**src/rtl/alu_wide_seq_pkg.sv**
```systemverilog
// Shared types for the 16-bit alu and the multi-word sequencer built on top of it.
package alu_wide_seq_pkg;

    typedef logic [15:0] AluVal;

    localparam int ALU_WORD_BITS = $bits(AluVal);

    typedef enum logic [2:0] {
        CMD_ADD   = 3'd0,
        CMD_AND   = 3'd1,
        CMD_OR    = 3'd2,
        CMD_XOR   = 3'd3,
        CMD_RSHFT = 3'd4
    } AluCmd;

    typedef struct packed {
        AluCmd cmd;
        logic  b_inv;          // invert d2 before the operation (subtract)
        logic  carry_disable;  // force the carry into the adder to zero
        logic  carry_in;       // adder carry, or bit shifted into the MSB
    } AluCtrl;

    typedef struct packed {
        AluCtrl ctrl;
        AluVal  d1;
        AluVal  d2;
    } AluArgs;

    typedef struct packed {
        AluVal res;
        logic  carry_out;
    } AluRet;

    // Wide operations; code 7 is unused and produces a zero result.
    typedef enum logic [2:0] {
        W_ADD   = 3'd0,
        W_SUB   = 3'd1,
        W_AND   = 3'd2,
        W_OR    = 3'd3,
        W_XOR   = 3'd4,
        W_RSHFT = 3'd5,
        W_CMP   = 3'd6
    } WideOp;

    // True for op codes that drive the alu; false for the unused code.
    function automatic logic is_known_op(input WideOp op);
        return op inside {W_ADD, W_SUB, W_AND, W_OR, W_XOR, W_RSHFT, W_CMP};
    endfunction

endpackage

```
**src/rtl/alu_wide_seq_alu.sv**
```systemverilog
// Existing single-word alu: purely combinational, one 16-bit operation per call.
module alu
    import alu_wide_seq_pkg::*;
(
    input  AluArgs args,
    output AluRet  ret
);

    AluVal b_eff;
    logic  cin_eff;

    assign b_eff   = args.ctrl.b_inv ? ~args.d2 : args.d2;
    assign cin_eff = args.ctrl.carry_disable ? 1'b0 : args.ctrl.carry_in;

    // Decode the command into a result word and carry out.
    always_comb begin
        ret = '0;
        case (args.ctrl.cmd)
            CMD_ADD: {ret.carry_out, ret.res} = {1'b0, args.d1} + {1'b0, b_eff}
                                                + {{ALU_WORD_BITS{1'b0}}, cin_eff};
            CMD_AND: ret.res = args.d1 & b_eff;
            CMD_OR:  ret.res = args.d1 | b_eff;
            CMD_XOR: ret.res = args.d1 ^ b_eff;
            CMD_RSHFT: begin
                // Logical right shift of d2; carry_in fills the MSB, LSB falls out.
                ret.res       = {cin_eff, args.d2[ALU_WORD_BITS-1:1]};
                ret.carry_out = args.d2[0];
            end
            default: ret = '0;
        endcase
    end

endmodule

```
**src/rtl/alu_wide_seq.sv**
```systemverilog
// Multi-word sequencer: runs a WORDS x 16-bit operation through one alu, one word
// per cycle, chaining the carry, and returns the assembled result with flags.
module alu_wide_seq
    import alu_wide_seq_pkg::*;
#(
    parameter int WORDS = 4
) (
    input  logic                           clk,
    input  logic                           rst_n,
    input  logic                           req_valid,
    output logic                           req_ready,
    input  logic [2:0]                     req_op,
    input  logic [WORDS*ALU_WORD_BITS-1:0] req_a,
    input  logic [WORDS*ALU_WORD_BITS-1:0] req_b,
    input  logic                           req_cin,
    output logic                           rsp_valid,
    input  logic                           rsp_ready,
    output logic [WORDS*ALU_WORD_BITS-1:0] rsp_res,
    output logic                           rsp_carry,
    output logic                           rsp_zero
);

    localparam int IDX_W = (WORDS > 1) ? $clog2(WORDS) : 1;
    localparam logic [IDX_W-1:0] IDX_LAST = IDX_W'(WORDS - 1);

    typedef enum logic [1:0] {
        S_IDLE,
        S_RUN,
        S_DONE
    } state_e;

    state_e             state, next_state;

    // Latched request and working registers.
    AluVal [WORDS-1:0]  a_q;
    AluVal [WORDS-1:0]  b_q;
    AluVal [WORDS-1:0]  work_res;
    WideOp              op_q;
    logic               cin_q;
    logic [IDX_W-1:0]   idx;
    logic               c;        // carry from the previous word
    logic               nz_acc;   // any result word non-zero so far
    logic               rsp_valid_q;

    // Handshake / control strobes.
    logic               accept;
    logic               last_word;
    logic               publish;
    logic               rsp_fire;

    // Single alu instance and the per-word view of its result.
    AluArgs             alu_args;
    AluRet              alu_ret;
    AluVal              word_res;
    logic               word_carry;
    logic               op_known;

    alu u_alu (
        .args (alu_args),
        .ret  (alu_ret)
    );

    assign accept    = req_valid && req_ready;
    assign op_known  = is_known_op(op_q);
    assign last_word = (op_q == W_RSHFT) ? (idx == '0) : (idx == IDX_LAST);
    assign rsp_valid = rsp_valid_q;

    // The unused op code never lets the alu touch the result or carry.
    assign word_res   = op_known ? alu_ret.res       : '0;
    assign word_carry = op_known ? alu_ret.carry_out : 1'b0;

    // Build the alu arguments from the operand word selected by the index.
    always_comb begin
        alu_args         = '0;
        alu_args.d1      = a_q[idx];
        alu_args.d2      = b_q[idx];
        case (op_q)
            W_ADD: begin
                alu_args.ctrl.cmd      = CMD_ADD;
                alu_args.ctrl.carry_in = (idx == '0) ? cin_q : c;
            end
            W_SUB, W_CMP: begin
                // A - B as A + ~B + 1; the chained carry is the "no borrow" flag.
                alu_args.ctrl.cmd      = CMD_ADD;
                alu_args.ctrl.b_inv    = 1'b1;
                alu_args.ctrl.carry_in = (idx == '0) ? 1'b1 : c;
            end
            W_AND: begin
                alu_args.ctrl.cmd           = CMD_AND;
                alu_args.ctrl.carry_disable = 1'b1;
            end
            W_OR: begin
                alu_args.ctrl.cmd           = CMD_OR;
                alu_args.ctrl.carry_disable = 1'b1;
            end
            W_XOR: begin
                alu_args.ctrl.cmd           = CMD_XOR;
                alu_args.ctrl.carry_disable = 1'b1;
            end
            W_RSHFT: begin
                // Walk MSW first; each word takes bit 0 of the word above it.
                alu_args.ctrl.cmd      = CMD_RSHFT;
                alu_args.d1            = '0;
                alu_args.d2            = a_q[idx];
                alu_args.ctrl.carry_in = (idx == IDX_LAST) ? 1'b0 : a_q[idx + IDX_W'(1)][0];
            end
            default: alu_args = '0;
        endcase
    end

    // State register.
    always_ff @(posedge clk or negedge rst_n) begin
        if (!rst_n) begin
            state <= S_IDLE;
        end else begin
            // NOTE: sequential state uses non-blocking assignments so every flop samples pre-edge values.
            state <= next_state;
        end
    end

    // Next-state decode and handshake strobes.
    always_comb begin
        // NOTE: every signal written here gets a default first, so no path can infer a latch.
        next_state = state;
        req_ready  = 1'b0;
        publish    = 1'b0;
        rsp_fire   = 1'b0;
        case (state)
            S_IDLE: begin
                req_ready = 1'b1;
                if (req_valid) next_state = S_RUN;
            end
            S_RUN: begin
                if (last_word) next_state = S_DONE;
            end
            S_DONE: begin
                // First DONE cycle loads the response registers; later cycles wait.
                if (!rsp_valid_q) begin
                    publish = 1'b1;
                end else if (rsp_ready) begin
                    rsp_fire   = 1'b1;
                    next_state = S_IDLE;
                end
            end
            default: next_state = S_IDLE;
        endcase
    end

    // Operand capture, word-by-word execution and response registers.
    always_ff @(posedge clk or negedge rst_n) begin
        if (!rst_n) begin
            // NOTE: operand and result words are flops, not a RAM, so they are reset with the rest.
            a_q         <= '0;
            b_q         <= '0;
            work_res    <= '0;
            op_q        <= W_ADD;
            cin_q       <= 1'b0;
            idx         <= '0;
            c           <= 1'b0;
            nz_acc      <= 1'b0;
            rsp_valid_q <= 1'b0;
            rsp_res     <= '0;
            rsp_carry   <= 1'b0;
            rsp_zero    <= 1'b0;
        end else begin
            if (accept) begin
                a_q    <= req_a;
                b_q    <= req_b;
                op_q   <= WideOp'(req_op);
                cin_q  <= req_cin;
                idx    <= (WideOp'(req_op) == W_RSHFT) ? IDX_LAST : '0;
                c      <= 1'b0;
                nz_acc <= 1'b0;
            end

            if (state == S_RUN) begin
                work_res[idx] <= word_res;
                c             <= word_carry;
                nz_acc        <= nz_acc | (|word_res);
                if (!last_word) begin
                    idx <= (op_q == W_RSHFT) ? idx - IDX_W'(1) : idx + IDX_W'(1);
                end
            end

            // The last word's carry out is the final carry for every op
            // (logic ops and the unused code always leave it at zero).
            if (publish) begin
                rsp_valid_q <= 1'b1;
                rsp_res     <= work_res;
                rsp_carry   <= c;
                rsp_zero    <= !nz_acc;
            end else if (rsp_fire) begin
                rsp_valid_q <= 1'b0;
            end
        end
    end

endmodule
```
**config.mk**
```make
export PLATFORM = sky130hd
export DESIGN_NAME = alu_wide_seq
export DESIGN_NICKNAME = d
export VERILOG_FILES = /design/src/rtl/alu_wide_seq_pkg.sv /design/src/rtl/alu_wide_seq_alu.sv /design/src/rtl/alu_wide_seq.sv
export SDC_FILE = /design/constraint.sdc
export NUM_CORES = 1
export LEC_CHECK = 0
export BUFFER_PORTS_ARGS = -buffer_cell sky130_fd_sc_hd__buf_2
export CORE_ASPECT_RATIO = 0.5
export CORE_MARGIN = 8
export CORE_UTILIZATION = 45
export CTS_CLUSTER_SIZE = 8
export DETAILED_ROUTE_END_ITERATION = 8
export HOLD_SLACK_MARGIN = 0.02
export PLACE_DENSITY = 0.77
export SYNTH_ARGS = -nofsm -noshare
export SYNTH_HDL_FRONTEND = slang
export SYNTH_SLANG_ARGS = --single-unit
```
**constraint.sdc**
```tcl
create_clock -name clk -period 6.4 [get_ports clk]
set_clock_uncertainty 0.05 [all_clocks]
set_input_delay 0 -clock clk [delete_from_list [all_inputs] [get_ports clk]]
set_output_delay 0 -clock clk [all_outputs]
set_load 0.01 [all_outputs]
```
======== Yosys cells after proc, flatten, opt, wreduce, memory -nomap -nowiden ========
Index checks and enable logic that the tools add are counted.
storage, ports and cells
  bits in registers ....................... 269
  output and inout port bits .............. 68
  input port bits ......................... 136
  logic and storage cells ................. 112
cells by class
  bitwise operators ....................... 5
  order comparisons ....................... 3
  muxes and demuxes ....................... 45
  reduce and logical (&&, ||, !) cells .... 15
  add/subtract/negate cells ............... 4
  equal/unequal tests ..................... 18
operators with widths
  operator                                             count
  binary-select mux 16 bit (select 2 bit)              3
  2-to-1 mux 16 bit                                    5
  one-hot mux 16 bit (5 select lines)                  1
  bitwise mux 64 bit                                   1
  one-hot mux 32 bit (2 select lines)                  1
  demux 16 bit (select 2 bit)                          1
  2-to-1 mux 1 bit                                     20
  2-to-1 mux 2 bit                                     9
  adder 16 x 16 -> 17 bit                              1
  adder 17 x 1 -> 17 bit                               1
  AND 16 bit                                           1
  NOT 16 bit                                           1
  bitwise OR 16 bit                                    1
  OR reduction 16 bit                                  1
  bitwise XOR 16 bit                                   1
  == test 3 bit (second input constant)                5
  == test 3 x 2 -> 1 bit (second input constant)       4
  one-hot mux 3 bit (4 select lines)                   1
  != test 2 bit (second input constant)                4
  nonzero test 7 bit                                   1
  == test 3 x 1 -> 1 bit (second input constant)       2
  logical NOT 3 bit                                    2
  < comparator 2 x 3 -> 1 bit (second input constant)  2
  one-hot mux 2 bit (3 select lines)                   1
  other kinds (16)                                     20

======== Logic depth before layout (Yosys ltp) ========
  depth in word-level cells ............... 12
  gate-level depth with buffers ........... 21
  mapped depth without buffers ............ 18

======== By module ========
From an unflattened synthesis, not the netlist that was laid out.
second synthesis, totals
  cell total of the unflattened synthesis .. 1351
  area total of the unflattened synthesis .. 13284.0 µm²
by module, submodules not included
  module        area an instance (µm²)  instances  sequential area each (µm²)  cells each
  alu_wide_seq  11347.1                 1          6731.5                      1070
  alu           1936.9                  1          0.0                         281

======== Least setup slack after synthesis ========
No wires, ideal clock.
  kind .................................... reg2reg
  from .................................... register idx[1]
  to ...................................... register nz_acc
  required time ........................... 6.199 ns
  stages on the path, launching flop included .. 21
  buffers on the path ..................... 2
  setup slack ............................. 1.171 ns
  library setup time ...................... 0.151 ns
  arrival time ............................ 5.028 ns
  period minus slack after synthesis ...... 5.229 ns
  path through ............................ dfrtp_1 > clkbuf_1 > buf_1 > inv_1 > ha_1 > mux4_2 > inv_1 > o21ai_0 > a21oi_1 > o32ai_1 > fa_1 > inv_1 > fa_1 > nand2b_1 > a211oi_1 > o21ai_1 > a32o_1 > a311oi_1 > and4_1 > and4_1 > a41oi_1
between the ends
  word-level cells in the longest chain between the ends .. 12
  elaborated cells between the ends (all ways) .. 27
  classes of those cells .................. add/sub: 3; eq/ne: 1; mux: 16; bitwise: 5; reduce/logical: 2
RTL lines
  item                                                                     line                                            source
  start, declared                                                          alu_wide_seq.sv:40                              logic [IDX_W-1:0] idx;
  start signal, assigned                                                   alu_wide_seq.sv:171                             idx <= (WideOp'(req_op) == W_RSHFT) ? IDX_LAST : '0;
  start signal, assigned                                                   alu_wide_seq.sv:181                             idx <= (op_q == W_RSHFT) ? idx - IDX_W'(1) : idx + IDX_W'(1);
  binary-select mux 16 bit (select 2 bit) (tied with other cells)          alu_wide_seq.sv:75, alu_wide_seq.sv:104
  2-to-1 mux 16 bit (implied by the code) (tied with other cells)          alu_wide_seq.sv:75, alu_wide_seq.sv:104
  one-hot mux 32 bit (2 select lines) or 2-to-1 mux 1 bit (tied branches)  alu_wide_seq.sv:77, alu_wide_seq.sv:105
  NOT 16 bit or 2-to-1 mux 1 bit (tied branches)                           alu_wide_seq_alu.sv:12, alu_wide_seq.sv:105
  2-to-1 mux 16 bit or one-hot mux 1 bit (3 select lines) (tied branches)  alu_wide_seq_alu.sv:12, alu_wide_seq.sv:77
  adder 16 x 16 -> 17 bit or 2-to-1 mux 1 bit (tied branches)              alu_wide_seq_alu.sv:19, alu_wide_seq_alu.sv:13
  adder 17 x 1 -> 17 bit                                                   alu_wide_seq_alu.sv:20                          + {{ALU_WORD_BITS{1'b0}}, cin_eff};
  one-hot mux 16 bit (5 select lines) (*)                                  alu_wide_seq_alu.sv:18                          case (args.ctrl.cmd)
  2-to-1 mux 16 bit (*)                                                    alu_wide_seq.sv:69                              assign word_res = op_known ? alu_ret.res : '0;
  OR reduction 16 bit (*)                                                  alu_wide_seq.sv:179                             nz_acc <= nz_acc | (|word_res);
  bitwise OR 1 bit (*)                                                     alu_wide_seq.sv:179
  2-to-1 mux 1 bit (*)                                                     alu_wide_seq.sv:176                             if (state == S_RUN) begin
  end signal, assigned                                                     alu_wide_seq.sv:179
  end, declared                                                            alu_wide_seq.sv:42                              logic nz_acc;
Every way passes the cells marked *; elsewhere a longest branch is shown, timed or not. The select of a mux whose other input is x is not followed.
A chain may end at the register's enable or synchronous reset.

======== Final worst setup path ========
  from .................................... register op_q[2]
  to ...................................... register nz_acc
between the ends
  word-level cells in the longest chain between the ends .. 12
  elaborated cells between the ends (all ways) .. 34
  classes of those cells .................. add/sub: 2; eq/ne: 10; mux: 10; bitwise: 5; reduce/logical: 7
RTL lines
  item                                            line                                        source
  start, declared                                 alu_wide_seq.sv:38                          WideOp op_q;
  start signal, assigned                          alu_wide_seq.sv:169                         op_q <= WideOp'(req_op);
  == test 3 x 1 -> 1 bit (tied with other cells)  alu_wide_seq_pkg.sv:47, alu_wide_seq.sv:77
  OR reduction 6 bit (no line)                    n/a
  one-hot mux 32 bit (2 select lines)             alu_wide_seq.sv:77                          case (op_q)
  NOT 16 bit                                      alu_wide_seq_alu.sv:12                      assign b_eff = args.ctrl.b_inv ? ~args.d2 : args.d2;
  2-to-1 mux 16 bit                               alu_wide_seq_alu.sv:12
  adder 16 x 16 -> 17 bit                         alu_wide_seq_alu.sv:19                      CMD_ADD: {ret.carry_out, ret.res} = {1'b0, args.d1} + {1'b0, b_eff}
  adder 17 x 1 -> 17 bit                          alu_wide_seq_alu.sv:20
  one-hot mux 16 bit (5 select lines)             alu_wide_seq_alu.sv:18
  2-to-1 mux 16 bit (*)                           alu_wide_seq.sv:69
  OR reduction 16 bit (*)                         alu_wide_seq.sv:179
  bitwise OR 1 bit (*)                            alu_wide_seq.sv:179
  2-to-1 mux 1 bit (*)                            alu_wide_seq.sv:176
Every way passes the cells marked *; elsewhere a longest branch is shown, timed or not.

==> results.yml <==
placed_design:
  place_inst: 1944
  port_buffers: 203
  finalWeightedCongestion: 0.919
  hpwl_um: 26200
critical_path:
  path_buf_inv: 2
  critPathMaxFanout: 25
  path_cells: "inv_1, nand2_1, o211a_1, a21oi_1, o21ai_0, fa_1, inv_1, fa_1, nand2b_1, a211oi_1, o21ai_1, a32o_1, a311oi_1, and4_1, and4_1, a41oi_1"
  path_class: "reg -> reg"
  reg2reg_depth: 16
  crit_path_end_kind: "register"
  cp_slowest_stage_delay_ns: 0.81
  cpLargestDelayFamily: "compound AO/OA/AOI/OAI gates"
  cp.arrival_ns: 5.96
  worstSetupPathDepth: 16
  critPathLaunchType: "register"
  cp_slowest_cell: "dfrtp_1"
  critPathRequiredTime_ns: 6.71
detailed_routing:
  highest-signal-layer: "met4"
  wl_met1_um: 16800
  drtIter0Drc: 1093
  wirelength_um: 43100
  first_pass_iters: 5
  route.antenna.remaining_nets: 0
  drc_errors: 0
  wl_met2_um: 20200
  wire_per_inst_um: 20.1
  route.met3.wl_um: 3200
  num_vias: 12000
  avgViaCountPerCell: 5.59
sta:
  rsz0062_at_grt: "no"
  setup_viol: 0
  min_period_ns: 5.65
  fmax_mhz: 177
  tightest_slew_ns: 1.19
  fin_crit_sh_pct: 88.3
  hold_viol: 0
  setup_tns_ns: 0
  relSlewSlack_pct: 20.6
  drv_slew: 0
floorplanning:
  io_pins: 204
  core-area_sq_um: 29100
  die-area_sq_um: 35900
  fp.dieH_um: 138
  num_rows: 44
  initial_core_util_pct: 46.0
  die_w_um: 260
status:
  status: "finished, final reports clean"
power:
  seqPwrFrac_pct: 26.9
  max-vdd-ir-drop_uv: 322
  p_leak_uw: 0.00867
  power_switching_share_pct: 46.1
  pwr_density_cell_nw_per_um2: 654
  pwr-share-comb_pct: 57.0
  p_clk_share_pct: 16.1
  p_switching_uw: 5210
  p_int_uw: 6080
global_route:
  grt_usage_pct: 24.1
  grt_pass1_wl_um: 67900
  antenna_found_initial: 5
  overflow: 0
  grt_pass1_vias: 12300
  grt_max_degree: 183
synth:
  synth_xor_area_share_pct: 0.327
  yosys_warnings: 0
  netlist_area_sq_um: 13400
  syn_nets: 1594
  synth_mux_area_share_pct: 11.9
  synthSimpleGateAreaFrac_pct: 18.7
  synth_flop_cell: "dfrtp_1"
  synthAdderAreaFrac_pct: 3.66
  synth_compound_area_share_pct: 11.4
  syn_inst: 1420
  synthArstFlopShare_pct: 100
  synth_area_per_cell_sq_um: 9.43
  synth_edf_count: 0
  ys_ff_latch: 269
  synth_top_family_by_area: "simple AND/OR/NAND/NOR gates"
  ys_seq_area_share_pct: 50.3
  netlist-cell-type-count: 62
clock_tree:
  clock-root-buffer: "clkbuf_16"
  cts_resized: 0
  clock_latency_ns: 0.54
  cts.clk_slew.worst_paths_ns: 0.05
  clk_path_buf_depth: 3
  htree_levels: 2
  cts.sinks: 269
  cts_made_buffers: 39
  cts_tree: "done"
finish:
  final_cells: 2147
  syn2layout_area_growth_pct: 29.0
  nNetsFinal: 1919
  drive_above_1_share_pct: 21.1
  fillers: 2315
worst_hold_path:
  hold_path.class: "in -> async"
run:
  maxCapViolations: 0
[area by class of cell]
cell class                 instances  area, sq um  area share [%]
timing repair buffer             370         2670            15.5
antenna                            6         15.0          0.0870
inverter                          42          158           0.913
multi-input combinational       1023         6170            35.8
clock inverter                     3         26.3           0.152
clock buffer                      43         1000            5.80
sequential                       269         6730            39.0
tap                              391          489            2.83
[metrics by stage]
step | hold slack (ns) | instance area, sq um | power, uW | setup slack (ns) | util (%)
after CTS | 0.0484 | 17300 | 11100 | 1.03 | 59.2
final | 0.0302 | 17300 | 11300 | 0.746 | 59.3
after global routing | 0.104 | 17300 | 12100 | 0.440 | 59.3
after floorplan | -0.346 | 13400 | 7090 | 1.17 | -
after detailed placement | -0.000256 | 14700 | 9090 | 1.01 | 50.5
after global placement | -0.00756 | 14700 | 8940 | 1.26 | 50.5
[metal layers]
| layer | vias to the layer above | GRT usage, % |
|---|---|---|
| li1 | 5420 | - |
| met1 | 5780 | 29.2 |
| met2 | 596 | 39.1 |
| met3 | 206 | 5.54 |
| met4 | 0 | 15.4 |
| met5 | - | 0 |
[registers in the layout (all words and copies together) (netlist names), 2 cells and up]
signal / flops
rsp_res: 64
idx: 2
b_q: 64
op_q: 3
state: 2
work_res: 64
a_q: 64
[synth_stat cells (3+ instances only)]
cell type  instances  share of area (%)
buf_1              8               0.22
nand2_1          512                 14
nor3_1             5               0.19
a21o_1            13               0.73
o22ai_1            3               0.14
o21ai_1            6               0.22
nand3_1            5               0.19
ha_1              36                3.4
mux2_2            66                5.6
a21oi_1           46                1.7
a211oi_1          25                1.4
clkbuf_1          69                1.9
o21ai_0          114                4.3
nand4_1            4               0.19
nand2b_1          11               0.51
nor2b_1            6               0.28
xnor2_1            4               0.26
dfrtp_1          269                 50
and4_1             3               0.20
o211a_1           10               0.75
a22oi_1            3               0.17
inv_1             42                1.2
buf_2              8               0.30
mux4_2            33                5.6
nor2_1            44                1.2
mux2i_1            8               0.60
and2_1            19               0.89
a221oi_1           3               0.20
o31ai_1            3               0.17
[power groups by stage]
| stage | logic (uW) | clock network (uW) | registers, uW |
|---|---|---|---|
| floorplan | 4210 | 0 | 2880 |
| finish | 6440 | 1820 | 3030 |
| global route | 7020 | 1910 | 3120 |
| global placement | 5970 | 0 | 2970 |
| detailed placement | 6080 | 0 | 3010 |
| CTS | 6270 | 1820 | 2990 |
[final timing paths]
kind	startpoint	endpoint	slack (ns)
max	op_q[2]$_DFFE_PN0P_	nz_acc$_DFFE_PN0P_	0.75
min	rst_n	a_q[9]$_DFFE_PN0P_	0.03
max reg2reg	op_q[2]$_DFFE_PN0P_	nz_acc$_DFFE_PN0P_	0.75
min reg2reg	b_q[61]$_DFFE_PN0P_	b_q[61]$_DFFE_PN0P_	0.42
max in group asynchronous	rst_n	rsp_res[31]$_DFFE_PN0P_	4.81
min in group clk	req_b[63]	b_q[63]$_DFFE_PN0P_	0.15
[worst reg2reg max path, stage by stage (launching register included)]
cell and delay, ns:
dfrtp_1 0.81, inv_1 0.55, nand2_1 0.23, o211a_1 0.19
a21oi_1 0.04, o21ai_0 0.39, fa_1 0.32, inv_1 0.07
fa_1 0.46, nand2b_1 0.22, a211oi_1 0.42, o21ai_1 0.26
a32o_1 0.31, a311oi_1 0.57, and4_1 0.29, and4_1 0.19
a41oi_1 0.11
[placed cells by master (no fill, tap or decap), drive strengths merged, types with 2 or more instances in the layout]
| master | instances |
|---|---|
| dfrtp | 269 |
| buf | 219 |
| a211oi | 25 |
| a21oi | 46 |
| mux2i | 9 |
| inv | 45 |
| nor2 | 44 |
| o211a | 10 |
| o31ai | 3 |
| a21boi | 2 |
| and3 | 2 |
| or4 | 2 |
| mux4 | 33 |
| a221oi | 3 |
| nor3 | 5 |
| a21o | 13 |
| a22oi | 3 |
| mux2 | 66 |
| o32ai | 2 |
| fa | 2 |
| clkbuf | 43 |
| o211ai | 2 |
| nor2b | 6 |
| dlygate4sd3 | 151 |
| nand2 | 512 |
| nor3b | 2 |
| o311a | 2 |
| o21ai | 120 |
| and2 | 19 |
| diode | 6 |
| a31oi | 2 |
| o22ai | 3 |
| a221o | 2 |
| nand3 | 5 |
| xnor2 | 4 |
| nand4 | 4 |
| and4 | 3 |
| ha | 36 |
| nand2b | 11 |
[kinds of logic (layout without fill, tap and decap cells)]
logic type	count (synthesis)	after routing
xor gates and xnor gates	5	5
buffers and inverters	128	458
AOI/OAI and AO/OA	252	252
adders and majority gates	38	38
muxes	108	108
DFF	269	269
and+or+nand+nor	620	620
other	0	6
[timing repair]
item | 4_1_cts | 5_1_grt
buffers inserted | 0 | 0
setup endpoints to repair | 0 | 0
hold buffers | 151 | 0
hold endpoints to repair | 226 | 0
(Power assumes the default switching activity.)
